`src/rtl/serv_wb_arbiter.sv`:
```
// serv_wb_arbiter: Wishbone-classic N-master to one-slave arbiter with
// fixed-priority or round-robin grant and per-transaction ack timeout.
module serv_wb_arbiter #(
    parameter int N_MASTERS = 3,
    parameter int AW        = 32,
    parameter int DW        = 32,
    parameter int RR_MODE   = 1,
    parameter int TIMEOUT   = 255
) (
    input  logic                    clk,
    input  logic                    i_rst,
    input  logic [N_MASTERS*AW-1:0] i_m_adr,
    input  logic [N_MASTERS*DW-1:0] i_m_dat,
    input  logic [N_MASTERS*(DW/8)-1:0] i_m_sel,
    input  logic [N_MASTERS-1:0]    i_m_we,
    input  logic [N_MASTERS-1:0]    i_m_cyc,
    input  logic [N_MASTERS-1:0]    i_m_stb,
    output logic [DW-1:0]           o_m_rdt,
    output logic [N_MASTERS-1:0]    o_m_ack,
    output logic [N_MASTERS-1:0]    o_m_err,
    output logic [AW-1:0]           o_s_adr,
    output logic [DW-1:0]           o_s_dat,
    output logic [DW/8-1:0]         o_s_sel,
    output logic                    o_s_we,
    output logic                    o_s_cyc,
    output logic                    o_s_stb,
    input  logic [DW-1:0]           i_s_rdt,
    input  logic                    i_s_ack,
    output logic [N_MASTERS-1:0]    o_grant,
    output logic                    o_timeout,
    input  logic                    i_timeout_clr
);
    localparam int SW = DW / 8;
    localparam int IW = $clog2(N_MASTERS);
    localparam int CW = TIMEOUT > 0 ? $clog2(TIMEOUT + 1) : 1;
    localparam logic [0:0] IDLE = 1'b0;
    localparam logic [0:0] BUSY = 1'b1;

    logic [0:0]           r_state;
    logic [N_MASTERS-1:0] r_grant;
    logic [IW-1:0]        r_gidx;
    logic [IW-1:0]        r_last;
    logic [CW-1:0]        r_cnt;
    logic                 r_timeout;
    logic [N_MASTERS-1:0] w_req;
    logic [IW-1:0]        w_win;
    logic                 w_busy;
    logic                 w_ack;
    logic                 w_to;
    logic                 w_abort;

    assign w_req   = i_m_cyc & i_m_stb;
    assign w_busy  = r_state == BUSY;
    assign w_ack   = w_busy & i_s_ack;
    assign w_to    = TIMEOUT > 0 && w_busy && !i_s_ack && r_cnt == CW'(TIMEOUT);
    assign w_abort = w_busy & ~i_m_cyc[r_gidx];

    // Round-robin searches upward from last+1; fixed priority from index 0.
    always_comb begin : sel
        int k;
        logic found;
        k = 0;
        found = 1'b0;
        w_win = '0;
        for (int j = 0; j < N_MASTERS; j++) begin
            k = RR_MODE != 0 ? (int'(r_last) + 1 + j) % N_MASTERS : j;
            if (!found && w_req[k]) begin
                w_win = IW'(k);
                found = 1'b1;
            end
        end
    end

    assign o_s_cyc   = w_busy;
    assign o_s_stb   = w_busy;
    assign o_s_adr   = w_busy ? i_m_adr[r_gidx*AW +: AW] : '0;
    assign o_s_dat   = w_busy ? i_m_dat[r_gidx*DW +: DW] : '0;
    assign o_s_sel   = w_busy ? i_m_sel[r_gidx*SW +: SW] : '0;
    assign o_s_we    = w_busy & i_m_we[r_gidx];
    assign o_m_ack   = r_grant & {N_MASTERS{w_ack | w_to}};
    assign o_m_err   = r_grant & {N_MASTERS{w_to}};
    assign o_m_rdt   = w_to ? '1 : i_s_rdt;
    assign o_grant   = r_grant;
    assign o_timeout = r_timeout;

    always_ff @(posedge clk) begin
        if (i_rst) begin
            r_state   <= IDLE;
            r_grant   <= '0;
            r_gidx    <= '0;
            r_last    <= IW'(N_MASTERS - 1);
            r_cnt     <= '0;
            r_timeout <= 1'b0;
        end else begin
            r_timeout <= w_to | (r_timeout & ~i_timeout_clr);
            if (!w_busy) begin
                if (|w_req) begin
                    r_state <= BUSY;
                    r_grant <= {{(N_MASTERS-1){1'b0}}, 1'b1} << w_win;
                    r_gidx  <= w_win;
                    r_last  <= w_win;
                    r_cnt   <= CW'(1);
                end else begin
                    r_grant <= '0;
                end
            end else if (w_ack | w_to | w_abort) begin
                r_state <= IDLE;
                r_grant <= '0;
                r_cnt   <= '0;
            end else begin
                r_cnt   <= r_cnt + CW'(1);
            end
        end
    end
endmodule

```
`config.mk`:
```
export PLATFORM = sky130hd
export DESIGN_NAME = serv_wb_arbiter
export DESIGN_NICKNAME = d
export VERILOG_FILES = /design/src/rtl/serv_wb_arbiter.sv
export SDC_FILE = /design/constraint.sdc
export NUM_CORES = 1
export LEC_CHECK = 0
export ABC_AREA = 1
export CAP_MARGIN = 25
export CORE_AREA = 2 2 139 141
export DETAILED_ROUTE_END_ITERATION = 10
export DIE_AREA = 0 0 141 143
export PLACE_DENSITY_LB_ADDON = 0.3
export SETUP_SLACK_MARGIN = 0.4
export SYNTH_ARGS = -nofsm -noshare
export SYNTH_HDL_FRONTEND = slang
export SYNTH_SLANG_ARGS = --single-unit
```
`constraint.sdc`:
```
create_clock -name clk -period 3.4 [get_ports clk]
set_input_delay 0.68 -clock clk [delete_from_list [all_inputs] [get_ports clk]]
set_output_delay 0.68 -clock clk [all_outputs]
set_load 0.03 [all_outputs]
```
==> impl_metrics.tcl <==
set metrics [dict create \
    yosysWarnings 0 \
    die_y_microns 143 \
    core_area_sq_um 18600 \
    syn_area_sq_um 2970 \
    cts_buffer_depth 2 \
    ys_seq_elements 16 \
    fp.dieW_microns 141 \
    p_leak_nw 3.08 \
    hp-class "flop to flop" \
    crit_fanout 1 \
    hold_viol_final 0 \
    dp_cells 1181 \
    num_io_pins 362 \
    p_int_mw 1.12 \
    io_buffers 361 \
    overflow 0 \
    wire_per_inst_microns 14.5 \
    cts_num_sinks 16 \
    die_area_sq_um 20200 \
    synth_nets 872 \
    synth_edf_count 0 \
    worstSetupPathType "primary input to output port" \
    worstHoldPathCells 2 \
    gp_congestion 0.827 \
    synth_area_leaders "nor2_1 20%, nand2_1 18%, a21oi_1 14%" \
    start_kind "primary input" \
    r2r_slack_ps 1110 \
    cp_cell_sequence "clkdlybuf4s50_1 -> nor2_1 -> nor2_1 -> o21ai_0 -> a21oi_1 -> clkdlybuf4s50_1" \
    start_util_pct 16.0 \
    cp_data_required_time_ps 2720 \
    totalWireLength_microns 17200 \
    drc 0 \
    netSwitchingPower_mw 1.10 \
    fillCellCount 2036 \
    worst_slack_ps 494 \
    fin_nets 1205 \
    worst-path-buf-inv 2 \
    dp_hpwl_microns 13500 \
    clockRootBuffer "clkbuf_16" \
    drive_gt1_share_pct 11.8 \
    vdd_drop_max_mv 0.178 \
    pwr-share-clk_pct 11.6 \
    finClkSkew_ps 1.95 \
    grt_antenna_before_repair 0 \
    cts_buffers 3 \
    yosysTopAreaCell "nor2_1" \
    htreeDepth 1 \
    ant_nets 0 \
    first_global_vias 4733 \
    synth_most_common_cell "nor2_1" \
    sequentialPowerShare_pct 10.8 \
    power_frac_comb_pct 77.6 \
    drtIter0Drc 185 \
    setup_violations 0 \
    grt.total_usage_pct 15.7 \
    ys_seq_area_share_pct 10.8 \
    clk_transition_reported_paths_ps 50 \
    drv_slew 0 \
    synth.avg_cell_area_sq_um 4.79 \
    period_share_pct 85.5 \
    synth_top_area_share_pct 19.6 \
    vias_per_cell 4.23 \
    cpPeakStageDelay_ps 690 \
    worstRegToRegCells 13 \
    fmax_mhz 344 \
    clk-insertion-delay-late_ps 250 \
    slowest_stage "clkdlybuf4s50_1" \
    design_power_total_mw 2.23 \
    min_period_ps 2910 \
    cts_tree "yes" \
    yosysUniqueCellTypes 29 \
    diodes 0 \
    vias 5007 \
    dpl_worst_slack_ps 463 \
    swShare_pct 49.7 \
    tns_ps 0 \
    worst_slew_pin_slew_ps 492 \
    postCtsSetupBuffers 0 \
    synthFlopType "dfxtp_1" \
    slew_headroom_pct 67.2 \
    max-cap-violations 0 \
    rsz0062_at_grt "no" \
    worstPathArrival_ps 2230 \
    rows 50 \
    netlist_instances 619 \
    drtPass1Iterations 4 \
    path_delay_family "buffers and inverters" \
    cp_num_cells 6 \
    layout.cells.non_filler 1185 \
    area_growth_pct 126 \
    async_reset_ff_share_pct 0 \
    crit_path_end_kind "output port" \
    grt_pass1_wl_microns 25500 \
    status "finished, final reports clean" \
    grt_max_degree 70 \
    power_density_nw_per_um2 331 \
    netlist_top_cells_count "155 x nor2_1, 144 x nand2_1, 82 x a21oi_1" \
]
==> metrics by stage <==
step | utilization (%) | cell area, sq um | hold slack, ps
after floorplan | - | 2970 | 440
after global placement | 35.5 | 6600 | 452
after detailed placement | 35.5 | 6600 | 466
after CTS | 36.0 | 6690 | 473
after global routing | 36.1 | 6710 | 492
final | 36.1 | 6710 | 473
==> placed cells by master, fill, tap and decap left out, types with 2 or more instances in the layout <==
| cell | n |
|---|---|
| inv_2 | 2 |
| dlymetal6s2s_1 | 9 |
| nor2_2 | 2 |
| nor2_1 | 155 |
| o21ai_1 | 2 |
| ha_1 | 4 |
| inv_1 | 55 |
| clkdlybuf4s50_1 | 270 |
| nand3_1 | 20 |
| dfxtp_1 | 14 |
| a21oi_1 | 82 |
| nand4_1 | 4 |
| xor2_1 | 2 |
| nand2_1 | 144 |
| buf_4 | 90 |
| buf_12 | 4 |
| o21ai_2 | 2 |
| clkbuf_16 | 3 |
| o21ai_0 | 74 |
==> final cells by class <==
cell class	instances	area, sq um	share of cell area, %
repair buffers	373	3570	53.2
inverters	59	225	3.36
flip-flops and latches	16	325	4.85
multi-input cells	499	2210	32.9
clock buffers	4	88.8	1.32
well taps	234	293	4.36
==> registers in the layout (all words and copies together) (netlist names) <==
register   flops
o_grant        3
o_s_cyc        1
o_timeout      1
r_cnt          8
r_gidx         2
r_last         1
==> worst paths after layout <==
| check | end | startpoint |
|---|---|---|
| setup / recovery | o_s_adr[13] | i_m_adr[13] |
| hold reg to reg | r_cnt[6] | r_cnt[6] |
| setup reg to reg | r_gidx[1] | r_gidx[0] |
| hold / removal | r_cnt[6] | r_cnt[6] |
==> cells by family after synthesis <==
group | count (synthesis) | synth area share (%)
buffers and inverters | 104 | 14.7
and+or+nand+nor | 330 | 44.1
xor gates and xnor gates | 3 | 0.886
DFF | 16 | 10.8
AOI/OAI and AO/OA | 162 | 27.8
adders and majority gates | 4 | 1.69
==> worst min-delay path, stage by stage (launching register included) <==
cell and delay (ps):
dfxtp_1 310, nand2_1 60, a21oi_1 50
==> routing by layer <==
metal  GRT usage [%]  wire [microns]  vias to the layer above
li1                -               -                     2623
met4            3.89             303                        0
met3            2.88            1030                       20
met2            28.7            8630                      194
met5               0               0                        -
met1            19.1            7220                     2170
==> what timing repair did <==
item                       4_1_cts  5_1_grt
setup endpoints to repair        3       35
resized for setup                1       11
hold buffers                     0        0
==> power groups by stage <==
stage | logic, mW | registers [mW] | clock network (mW)
2_1_floorplan | 0.980 | 0.238 | 0
3_3_place_gp | 1.74 | 0.244 | 0
3_5_place_dp | 1.74 | 0.245 | 0
4_1_cts | 1.75 | 0.241 | 0.266
5_1_grt | 1.89 | 0.244 | 0.271
6_report | 1.73 | 0.241 | 0.259
(Power assumes the default switching activity.)
